### src/rtl/fsm_seq.sv
// fsm_seq: programmable micro-sequencer for the register-file/ALU datapath.
// Control words are fetched from a loadable program memory, one word issued per
// cycle while running. NEXT/JUMP/HALT flow control, a watchdog on the number of
// issued words, abort, and a start/done handshake. All outputs are registered.
module fsm_seq #(
    parameter int DATA_W  = 16,
    parameter int NREG    = 16,
    parameter int RIDX_W  = 4,
    parameter int SEL_W   = 5,
    parameter int OP_W    = 8,
    parameter int DEPTH   = 16,
    parameter int ADDR_W  = 4,
    parameter int WDOG    = 256,
    parameter int INSTR_W = 2 + ADDR_W + 1 + RIDX_W + OP_W + 2*SEL_W + 1 + DATA_W
) (
    input  logic               clk,
    input  logic               reset,
    input  logic               start,
    input  logic               abort,
    input  logic               prog_we,
    input  logic [ADDR_W-1:0]  prog_addr,
    input  logic [INSTR_W-1:0] prog_wdata,
    output logic               busy,
    output logic               done,
    output logic               err,
    output logic [ADDR_W-1:0]  pc_out,
    output logic [DATA_W-1:0]  immediate,
    output logic [NREG-1:0]    enable,
    output logic [SEL_W-1:0]   control1,
    output logic [SEL_W-1:0]   control2,
    output logic               imm_control,
    output logic [OP_W-1:0]    opcode,
    output logic               buff_en
);

    // Field positions inside an instruction word (LSB first).
    localparam int IMM_LSB  = 0;
    localparam int IMS_BIT  = DATA_W;
    localparam int SRC2_LSB = IMS_BIT + 1;
    localparam int SRC1_LSB = SRC2_LSB + SEL_W;
    localparam int OP_LSB   = SRC1_LSB + SEL_W;
    localparam int DST_LSB  = OP_LSB + OP_W;
    localparam int WR_BIT   = DST_LSB + RIDX_W;
    localparam int TGT_LSB  = WR_BIT + 1;
    localparam int CTL_LSB  = TGT_LSB + ADDR_W;

    // Step counter must be able to hold WDOG itself.
    localparam int CNT_W = $clog2(WDOG + 1);

    localparam logic [1:0] CTL_JUMP = 2'b01;

    typedef enum logic [1:0] {
        S_IDLE = 2'b00,
        S_RUN  = 2'b01,
        S_DONE = 2'b10
    } state_t;

    state_t              state, state_nx;
    logic [INSTR_W-1:0]  mem [DEPTH];
    logic [ADDR_W-1:0]   pc, pc_nx, rd_addr;
    logic [CNT_W-1:0]    step, step_nx;
    logic                err_nx, done_nx;
    logic                fin, fin_nx;   // last issued word was HALT or reserved
    logic                rsv, rsv_nx;   // last issued word was the reserved ctl
    logic                issue;
    logic [INSTR_W-1:0]  word;
    logic [1:0]          ctl;
    logic                wr;
    logic [RIDX_W-1:0]   dst;

    logic [DATA_W-1:0]   immediate_nx;
    logic [NREG-1:0]     enable_nx;
    logic [SEL_W-1:0]    control1_nx, control2_nx;
    logic                imm_control_nx, buff_en_nx;
    logic [OP_W-1:0]     opcode_nx;

    // Program memory: loaded only while idle and not starting; never reset.
    always_ff @(posedge clk) begin
        if (prog_we && (state == S_IDLE) && !start)
            mem[prog_addr] <= prog_wdata;
    end

    // Next-state, next-pc and next-output decode.
    always_comb begin
        state_nx       = state;
        pc_nx          = pc;
        step_nx        = step;
        err_nx         = err;
        done_nx        = 1'b0;
        fin_nx         = fin;
        rsv_nx         = rsv;
        issue          = 1'b0;
        rd_addr        = pc;
        immediate_nx   = '0;
        enable_nx      = '0;
        control1_nx    = '0;
        control2_nx    = '0;
        imm_control_nx = 1'b0;
        opcode_nx      = '0;
        buff_en_nx     = 1'b0;

        case (state)
            S_IDLE: begin
                if (start) begin
                    issue    = 1'b1;
                    rd_addr  = '0;
                    step_nx  = CNT_W'(1);
                    err_nx   = 1'b0;
                    state_nx = S_RUN;
                end
            end
            S_RUN: begin
                if (abort) begin
                    state_nx = S_IDLE;
                end else if (fin) begin
                    state_nx = S_DONE;
                    done_nx  = 1'b1;
                    if (rsv)
                        err_nx = 1'b1;
                end else if (step == CNT_W'(WDOG)) begin
                    state_nx = S_DONE;
                    done_nx  = 1'b1;
                    err_nx   = 1'b1;
                end else begin
                    issue   = 1'b1;
                    step_nx = step + CNT_W'(1);
                end
            end
            S_DONE: begin
                state_nx = S_IDLE;
            end
            default: begin
                state_nx = S_IDLE;
            end
        endcase

        word = mem[rd_addr];
        ctl  = word[CTL_LSB +: 2];
        wr   = word[WR_BIT];
        dst  = word[DST_LSB +: RIDX_W];

        if (issue) begin
            fin_nx = ctl[1];
            rsv_nx = &ctl;
            if (ctl == CTL_JUMP)
                pc_nx = word[TGT_LSB +: ADDR_W];
            else if (rd_addr == ADDR_W'(DEPTH - 1))
                pc_nx = '0;
            else
                pc_nx = rd_addr + ADDR_W'(1);
            immediate_nx   = word[IMM_LSB +: DATA_W];
            imm_control_nx = word[IMS_BIT];
            control2_nx    = word[SRC2_LSB +: SEL_W];
            control1_nx    = word[SRC1_LSB +: SEL_W];
            opcode_nx      = word[OP_LSB +: OP_W];
            buff_en_nx     = wr;
            enable_nx      = wr ? (NREG'(1) << dst) : '0;
        end
    end

    // State, sequencing and output registers.
    always_ff @(posedge clk or negedge reset) begin
        if (!reset) begin
            state       <= S_IDLE;
            pc          <= '0;
            step        <= '0;
            err         <= 1'b0;
            done        <= 1'b0;
            fin         <= 1'b0;
            rsv         <= 1'b0;
            immediate   <= '0;
            enable      <= '0;
            control1    <= '0;
            control2    <= '0;
            imm_control <= 1'b0;
            opcode      <= '0;
            buff_en     <= 1'b0;
        end else begin
            state       <= state_nx;
            pc          <= pc_nx;
            step        <= step_nx;
            err         <= err_nx;
            done        <= done_nx;
            fin         <= fin_nx;
            rsv         <= rsv_nx;
            immediate   <= immediate_nx;
            enable      <= enable_nx;
            control1    <= control1_nx;
            control2    <= control2_nx;
            imm_control <= imm_control_nx;
            opcode      <= opcode_nx;
            buff_en     <= buff_en_nx;
        end
    end

    assign busy   = (state == S_RUN);
    assign pc_out = pc;

endmodule

### config.mk
export PLATFORM = sky130hd
export DESIGN_NAME = fsm_seq
export DESIGN_NICKNAME = d
export VERILOG_FILES = /design/src/rtl/fsm_seq.sv
export SDC_FILE = /design/constraint.sdc
export NUM_CORES = 1
export LEC_CHECK = 0
export ABC_AREA = 1
export CAP_MARGIN = 20
export CELL_PAD_IN_SITES_DETAIL_PLACEMENT = 0
export CELL_PAD_IN_SITES_GLOBAL_PLACEMENT = 1
export CORE_UTILIZATION = 45
export DETAILED_ROUTE_END_ITERATION = 10
export GPL_TIMING_DRIVEN = 0
export PLACE_DENSITY = 0.68
export SLEW_MARGIN = 25
export SYNTH_ARGS = -nofsm -noshare
export SYNTH_HDL_FRONTEND = slang
export SYNTH_SLANG_ARGS = --single-unit
### constraint.sdc
create_clock -name clk -period 4.29 [get_ports clk]
set_input_delay 1.287 -clock clk [delete_from_list [all_inputs] [get_ports clk]]
set_output_delay 1.287 -clock clk [all_outputs]
set_load 0.1 [all_outputs]
==> run_results.csv, run 1 <==
group,metric,value,unit
floorplan,top_level_ports,114,
drt,routedWlPerCell,25.2,um
yosys,ys_top_cells_by_area,"edfxtp_1, nand2_1, dfrtp_1, nand3_1, a21oi_1",
global_route,grt_pass1_vias,20808,
run_status,status,"complete, no violations",
global_route,track_usage,26.7,%
worst_setup_path,endpoint,"busy",
layout,nFillCells,5835,
yosys,synthDistinctLibCells,33,
clock_tree,clock_path_buffers,3,
yosys,yosys.area.top_type,"edfxtp_1",
sta,finalSetupTns,0,ps
yosys,syn-instance-count,2536,
worst_setup_path,cp.required,3000,ps
floorplan,coreArea,70300,um2
drt,avgViaCountPerCell,5.60,
worst_setup_path,endpoint_kind,"output pin",
flow_run,drv_cap,0,
worst_setup_path,crit-reg2reg-launch,"state[1]",
floorplan,die_h,269,um
worst_setup_path,startpoint,"state[1]",
sta,fin_skew,14.6,ps
sta,drv_slew,0,
worst_setup_path,critPathLaunchType,"flop",
clock_tree,clk_latency,640,ps
clock_tree,clockRootBuffer,"clkbuf_16",
worst_setup_path,crit_path_max_fanout,3,
clock_tree,cts-resized-gates,0,
clock_tree,numCtsBuffers,85,
worst_setup_path,cp.arrival,2410,ps
clock_tree,clkSlewWorstSetupHoldPaths,60,ps
sta,period_minus_slack,3690,ps
yosys,ys_seq_area_share,74.4,%
sta,worst_pin_slew,1050,ps
power_and_ir_drop,leakage,0.0139,uW
place,dp_hpwl,63.0,mm
sta,hold_viol,0,
clock_tree,tritoncts,"done",
layout,finalNetCount,2837,
sta,period_share,86.1,%
global_route,grt_overflow,0,
worst_setup_path,reg2reg_depth,8,
floorplan,fp.dieW,269,um
power_and_ir_drop,power.density,666,nW/um2
drt,wl,95.5,mm
place,gp_congestion,0.825,
clock_tree,clock_sinks,807,
power_and_ir_drop,peakVddDrop,373,uV
layout,final_area,38300,um2
global_route,grt_antenna_before_repair,9,
sta,final-setup-viol-count,0,
sta,max_freq,271,MHz
drt,drt_iter0_markers,2180,
floorplan,rows,97,
global_route,grt_pass1_wl,139,mm
drt,postRouteAntennaNets,0,
sta,rsz0062_at_grt,"no",
drt,drt_pass1_iterations,5,
yosys,syn-num-nets,2594,
sta,worst_slack,598,ps
worst_setup_path,crit_type,"flop to output pin",
place,dp_slack,113,ps
floorplan,initial_core_util,45.7,%
clock_tree,post_cts_buffers,0,
yosys,yosysWarnings,0,
drt,drcViolationCount,0,
layout,area_delta_synth_final,19.4,%
worst_setup_path,rrSetupSlack,1350,ps
power_and_ir_drop,finalPower,25500,uW
clock_tree,htree_levels,3,
floorplan,die_area,72400,um2
yosys,synthesis.area,32100,um2
sta,relSlewSlack,30.3,%
hold_path,hp-class,"flop to flop",
clock_tree,cts_hold_buffers,0,
global_route,grt_max_degree,45,
place,port_buffers,113,
yosys,yosys_register_bits,807,
worst_setup_path,r2r_end,"immediate[11]",
drt,num_vias,21222,
yosys,yosysTopAreaCellShare,68.8,%
place,placed_area,35600,um2
layout,drive_gt1_share,11.3,%
yosys,syn_avg_cell_area,12.7,um2
## cells in the final DEF, fill, tap and decap left out, drive strengths merged
cell,synthesis,routed
nand3,219,219
clkbuf,34,155
xor2,4,4
buf,127,171
o21ai,24,24
nand3b,33,33
or2,2,2
o211ai,16,16
a32oi,70,70
clkinvlp,0,2
dfrtp,71,71
diode,0,2
a21oi,146,146
clkdlybuf4s50,0,112
nor3,4,4
edfxtp,736,736
clkinv,0,26
ha,3,3
a221oi,35,35
nor2,149,149
nand4,4,4
nand2,748,748
inv,73,76
o31ai,3,3
a31oi,35,35
bufinv,0,5
## worst max-delay path, stage by stage, from the launching register on
cell and delay (ps):
dfrtp_1 410, nor2_2 200, clkdlybuf4s50_1 1170
## where the power goes
group	internal (uW)	leakage, uW	switching (uW)
sequential	8850	0.00757	111
clock	4210	0.00134	3010
combinational	2470	0.00495	6890
total	15500	0.0139	10000
## flip-flops by register name, summed over array words and instances (netlist names), 2 cells and up
signal,cells
control1,5
state,2
opcode,8
step,9
enable,16
control2,5
pc_out,4
mem,736
immediate,16
## routing by layer
metal  up-vias  global-route usage, %  share of wire [%]
met5         -                      0              0.060
met1     10573                   37.3                 42
li1       9597                      -                  -
met4         8                   8.75                2.7
met2       888                   43.1                 47
met3       156                   4.18                7.7
## cell families (layout without fill, tap and decap cells)
logic type,Yosys count,after routing,share of synthesized area (%)
AOI/OAI and AO/OA,329,329,6.68
xor gates and xnor gates,4,4,0.109
adders and majority gates,3,3,0.117
buffers and inverters,234,547,3.68
DFF,807,807,74.4
other,0,2,0
and+or+nand+nor,1159,1159,15.0
## through the flow
stage	hold WS [ps]	utilization, %	std cells
after global placement	482	49.0	3589
after detailed placement	485	50.6	3632
after CTS	502	54.5	3789
final	502	54.5	3791
after floorplan	450	-	2536
after global routing	523	54.5	3789
## Yosys cell counts
master and count:
nand2_4 5, xor2_1 4, inv_1 65, nand2_1 738, nor2_2 2, nand3b_1 33, a21oi_1 145, a32oi_1 70
buf_1 12, clkbuf_1 34, or2_1 2, buf_12 1, buf_2 80, nor2_1 147, dfrtp_1 71, ha_1 3
a21oi_4 1, inv_4 1, nand3_1 218, o21ai_0 22, nand4_1 4, buf_6 15, o211ai_1 16, nand3_2 1
a31oi_1 35, o21ai_1 2, inv_2 7, o31ai_1 3, edfxtp_1 736, nand2_2 5, buf_4 19, a221oi_1 35
nor3_1 4
## area by class of cell
| class | count | area (um2) | share of cell area (%) |
|---|---|---|---|
| antenna | 2 | 5.00 | 0.0131 |
| buffer | 161 | 906 | 2.36 |
| clock buffer | 121 | 2410 | 6.28 |
| clock inverter | 36 | 323 | 0.842 |
| inverter | 73 | 277 | 0.722 |
| multi-input combinational | 1495 | 7160 | 18.7 |
| sequential | 807 | 23900 | 62.3 |
| tap | 940 | 1180 | 3.07 |
| timing repair buffer | 156 | 2190 | 5.71 |
## how the worst min path moves through the flow
stage / start / to / slack [ps] / depth (start not counted)
after floorplan: rsv / rsv / 450 / 2
after global placement: rsv / rsv / 480 / 2
after detailed placement: rsv / rsv / 480 / 2
after CTS: rsv / rsv / 500 / 2
after global routing: rsv / rsv / 520 / 2
final: rsv / rsv / 500 / 2
Note: power is estimated with default switching activity, not from simulation.
==> inputs of run 2 (changes only) <==
- GPL_TIMING_DRIVEN: 0 -> default
==> run 2 against run 1 <==
Sequential power grew 1%; critical path depth decreased by 1; core utilization down 1.5 points; final area decreased by 2.7%; setup slack improved by 100 ps; combinational power fell by 13%; clock power up 1%; routed wire length is 12% lower; sequential cell count did not move; cell count is 3.7% lower; critical path type unchanged; critical endpoint is now pc_out[1].
==> run_results.csv, run 2 (synthesis gave the netlist of run 1 again) <==
group,metric,value,unit
floorplan,fp.dieW,269,um
sta,final-setup-viol-count,0,
worst_setup_path,timing.critical_path.buf_inv,1,
floorplan,rows,97,
layout,regMostFlops,"mem",
clock_tree,post_cts_buffers,0,
drt,drcViolationCount,0,
worst_setup_path,critPathLaunchType,"flop",
hold_path,hp-class,"flop to flop",
drt,drt_pass1_iterations,5,
layout,largest_register_ffs,736,
clock_tree,clkSlewWorstSetupHoldPaths,60,ps
power_and_ir_drop,peakVddDrop,537,uV
worst_setup_path,worst_path_largest_cell_delay,1190,ps
sta,relSlewSlack,33.1,%
place,dp_hpwl,41.2,mm
power_and_ir_drop,switching_share,36.5,%
sta,drv_slew,0,
hold_path,min_delay_path_depth,2,
layout,register_area,23900,um2
clock_tree,cts-resized-gates,0,
sta,worst_pin_slew,1000,ps
worst_setup_path,cp_cell_sequence,"clkdlybuf4s50_1",
layout,finalNetCount,2696,
worst_setup_path,crit_path_max_fanout,2,
global_route,grt_overflow,0,
drt,routedWlPerCell,22.9,um
worst_setup_path,cp.required,3000,ps
layout,nFillCells,5843,
drt,num_vias,20271,
clock_tree,cts_hold_buffers,0,
clock_tree,htree_levels,3,
sta,finalSetupTns,0,ps
hold_path,holdCritStartpoint,"rsv",
layout,final_core_util,53.0,%
global_route,grt_pass1_vias,19886,
power_and_ir_drop,p_clk_share,29.9,%
layout,drive_gt1_share,8.53,%
power_and_ir_drop,p_comb_share,33.1,%
worst_setup_path,reg2reg_depth,11,
worst_setup_path,r2r_end,"pc_out[3]",
floorplan,initial_core_util,45.7,%
worst_setup_path,endpoint_kind,"output pin",
worst_setup_path,cp.arrival,2300,ps
power_and_ir_drop,p_switching,8940,uW
sta,fin_skew,12.4,ps
clock_tree,clock_sinks,807,
sta,rsz0062_at_grt,"no",
worst_setup_path,path_delay_family,"buffers and inverters",
layout,area_delta_synth_final,16.1,%
sta,period_minus_slack,3590,ps
layout,multi_input_area,7190,um2
layout,top_regs,"mem: 736 flops, enable: 16 flops, immediate: 16 flops",
floorplan,top_level_ports,114,
global_route,grt_max_degree,156,
global_route,grt_pass1_wl,125,mm
layout,final_common_cell,"nand2_1",
floorplan,die_area,72400,um2
place,gp_congestion,0.790,
place,port_buffers,113,
drt,drt_iter0_markers,1640,
sta,period_share,83.6,%
hold_path,whs_endpoint,"rsv",
run_status,status,"complete, no violations",
worst_setup_path,crit_type,"flop to output pin",
clock_tree,clock_path_buffers,3,
power_and_ir_drop,finalPower,24500,uW
power_and_ir_drop,p_int,15500,uW
power_and_ir_drop,seqPwrFrac,37.0,%
clock_tree,clk_latency,620,ps
floorplan,coreArea,70300,um2
drt,postRouteAntennaNets,0,
worst_setup_path,rrSetupSlack,1610,ps
clock_tree,clockRootBuffer,"clkbuf_16",
drt,avgViaCountPerCell,5.55,
drt,wl,83.6,mm
layout,layout_common_cells,"nand2_1, edfxtp_1, nand3_1",
clock_tree,tritoncts,"done",
floorplan,die_h,269,um
sta,max_freq,279,MHz
power_and_ir_drop,leakage,0.0134,uW
global_route,grt_antenna_before_repair,5,
flow_run,drv_cap,0,
power_and_ir_drop,power.density,656,nW/um2
global_route,track_usage,23.4,%
worst_setup_path,crit-reg2reg-launch,"pc_out[0]",
clock_tree,numCtsBuffers,84,
sta,hold_viol,0,
worst_setup_path,crit_path_top_delay_cell,"clkdlybuf4s50_1",
sta,whs,515,ps
[run 2: layout make-up]
class	count	area share [%]
clock inverter	29	0.839
clock buffer	126	6.64
inverter	73	0.755
tap	940	3.16
sequential	807	64.1
antenna	3	0.0201
timing repair buffer	177	5.21
multi-input combinational	1495	19.3
[run 2: layer usage]
metal | GRT usage [%] | wire, um | vias to the layer above
li1 | - | - | 9302
met5 | 0 | 35 | -
met3 | 3.77 | 5260 | 145
met1 | 32.5 | 37000 | 10189
met2 | 37.9 | 39400 | 629
met4 | 7.00 | 1930 | 6
[run 2: worst max-delay path by stage]
stage                     startpoint            to  slack, ps  depth (start not counted)
after floorplan              prog_we    mem[12][0]        230                          4
after global placement         start  immediate[2]        570                          8
after detailed placement       start    enable[10]        580                          9
after CTS                  pc_out[1]     pc_out[1]        660                          1
after global routing       pc_out[1]     pc_out[1]        670                          1
final                      pc_out[1]     pc_out[1]        700                          1
[run 2: per-stage QoR]
stage	setup WS [ps]	cell area [um2]	cells
after floorplan	233	32100	2536
after global placement	574	34500	3492
after detailed placement	577	34500	3492
after CTS	665	37300	3647
after global routing	668	37300	3647
final	702	37300	3650
[run 2: tightest hold or removal path: cells and delay by family, from the launching register on]
kind / cells / cell delay [ps]
AND/OR/NAND/NOR: 2 / 120
flip-flops: 1 / 360
[run 2: power groups by stage]
stage	clock network, uW	logic, uW	registers [uW]
CTS	7450	8120	9060
floorplan	0	4830	10200
finish	7320	8090	9060
global route	7730	8810	9080
detailed placement	0	8100	9220
global placement	0	8030	9230
==> inputs of run 3 (changes only) <==
- PLACE_DENSITY: 0.68 -> 0.71
- clock period: 4.29 -> 3 ns (I/O delays scaled with it)
==> run 3 against run 2 <==
Highest routed layer unchanged; routed wire length down 0.64%; clock power up 43%; die area unchanged; sequential share of layout area down 2.2 points; critical path type unchanged; critical path depth unchanged.
==> run_results.csv, run 3 (synthesis gave the netlist of run 1 again) <==
group,metric,value,unit
sta,fin_skew,21.1,ps
floorplan,coreArea,70300,um2
drt,drt_pass1_iterations,5,
sta,period_share,88.7,%
layout,nFillCells,5699,
power_and_ir_drop,leakage,0.0142,uW
worst_setup_path,worst_path_largest_cell_delay,750,ps
clock_tree,htree_levels,3,
global_route,grt_antenna_before_repair,6,
drt,avgViaCountPerCell,5.50,
place,port_buffers,113,
global_route,track_usage,23.2,%
worst_setup_path,cp_cell_sequence,"buf_4",
place,gp_congestion,0.811,
layout,layout_common_cells,"nand2_1, edfxtp_1, nand3_1",
clock_tree,tritoncts,"done",
drt,drt_iter0_markers,1872,
clock_tree,clk_latency,630,ps
worst_setup_path,cp.arrival,1760,ps
clock_tree,cts_hold_buffers,0,
sta,final-setup-viol-count,0,
layout,drive_gt1_share,14.6,%
floorplan,rows,97,
sta,drv_slew,0,
sta,relSlewSlack,57.0,%
layout,final_core_util,55.0,%
run_status,status,"complete, no violations",
global_route,grt_pass1_wl,124,mm
worst_setup_path,crit_path_max_fanout,32,
clock_tree,clock_path_buffers,3,
power_and_ir_drop,peakVddDrop,504,uV
clock_tree,clock_sinks,807,
floorplan,top_level_ports,114,
global_route,grt_overflow,0,
layout,multi_input_area,7190,um2
floorplan,fp.dieW,269,um
global_route,grt_max_degree,57,
worst_setup_path,endpoint_kind,"output pin",
place,dp_hpwl,48.2,mm
clock_tree,cts-resized-gates,0,
sta,worst_slack,339,ps
layout,largest_register_ffs,736,
sta,worst_pin_slew,643,ps
layout,final_common_cell,"nand2_1",
layout,finalNetCount,2817,
worst_setup_path,crit_path_top_delay_cell,"dfrtp_4",
worst_setup_path,timing.critical_path.buf_inv,1,
power_and_ir_drop,finalPower,36300,uW
clock_tree,numCtsBuffers,86,
hold_path,hp-class,"primary input to asynchronous set/reset pin",
place,placed_area,35800,um2
layout,regMostFlops,"mem",
sta,max_freq,376,MHz
place,dp_slack,-68.5,ps
clock_tree,clockRootBuffer,"clkbuf_16",
clock_tree,clkSlewWorstSetupHoldPaths,60,ps
worst_setup_path,crit_type,"flop to output pin",
power_and_ir_drop,power.density,939,nW/um2
drt,routedWlPerCell,22.0,um
worst_setup_path,critPathLaunchType,"flop",
worst_setup_path,path_delay_family,"flip-flops",
clock_tree,post_cts_buffers,0,
flow_run,drv_cap,0,
floorplan,die_area,72400,um2
worst_setup_path,cp.required,2100,ps
drt,drcViolationCount,0,
sta,hold_viol,0,
drt,wl,83.1,mm
sta,period_minus_slack,2660,ps
floorplan,initial_core_util,45.7,%
global_route,grt_pass1_vias,19808,
drt,num_vias,20734,
sta,rsz0062_at_grt,"no",
layout,area_delta_synth_final,20.3,%
layout,register_area,23900,um2
layout,n_antenna_cell,0,
layout,top_regs,"mem: 736 flops, enable: 16 flops, immediate: 16 flops",
floorplan,die_h,269,um
drt,postRouteAntennaNets,0,
layout,final_area,38600,um2
## run 3: changes by cell type in the layout (fill, tap and decap cells not counted), moves of 3 or more
cell,delta
buf_4,+132
clkdlybuf4s50_1,-56
buf_12,+44
clkbuf_1,-5
clkinvlp_4,+5
clkbuf_8,+4
bufinv_16,-3
clkinv_1,+3
clkinv_2,-3
diode_2,-3
## run 3: through the flow
step	hold slack [ps]	setup TNS, ps	std cells
3_3_place_gp	472	-17.1	3611
2_1_floorplan	450	-368360	2536
5_1_grt	240	0	3771
3_5_place_dp	477	-783	3611
4_1_cts	221	0	3771
6_report	241	0	3771
## run 3: final timing paths
check	depth (start not counted)	slack [ps]	to	start
setup / recovery	1	340	pc_out[0]	pc_out[0]
hold / removal	1	240	immediate[12]	reset
setup reg to reg	10	790	enable[2]	pc_out[0]
hold reg to reg	2	490	rsv	rsv
max in group asynchronous	2	2090	enable[8]	reset
min in group clk	2	490	rsv	rsv
## run 3: layer usage
layer | global-route usage [%] | vias up | routed length, um | share of wire, %
met5 | 0 | - | 63 | 0.076
met4 | 6.88 | 12 | 1710 | 2.1
met3 | 4.20 | 129 | 5530 | 6.7
met2 | 36.8 | 697 | 39600 | 48
met1 | 32.8 | 10341 | 36200 | 44
li1 | - | 9555 | - | -
## run 3: power by group
group | switching (uW) | leakage, uW | internal, uW
Sequential | 282 | 0.00757 | 12700
Combinational | 8560 | 0.00525 | 4240
Clock | 4310 | 0.00139 | 6220
Total | 13100 | 0.0142 | 23100
## run 3: layout make-up
cell class | instances | area share (%)
tap | 940 | 3.05
clock inverter | 34 | 0.781
timing repair buffer | 296 | 8.40
sequential | 807 | 61.8
clock buffer | 126 | 6.57
inverter | 73 | 0.729
multi-input combinational | 1495 | 18.6
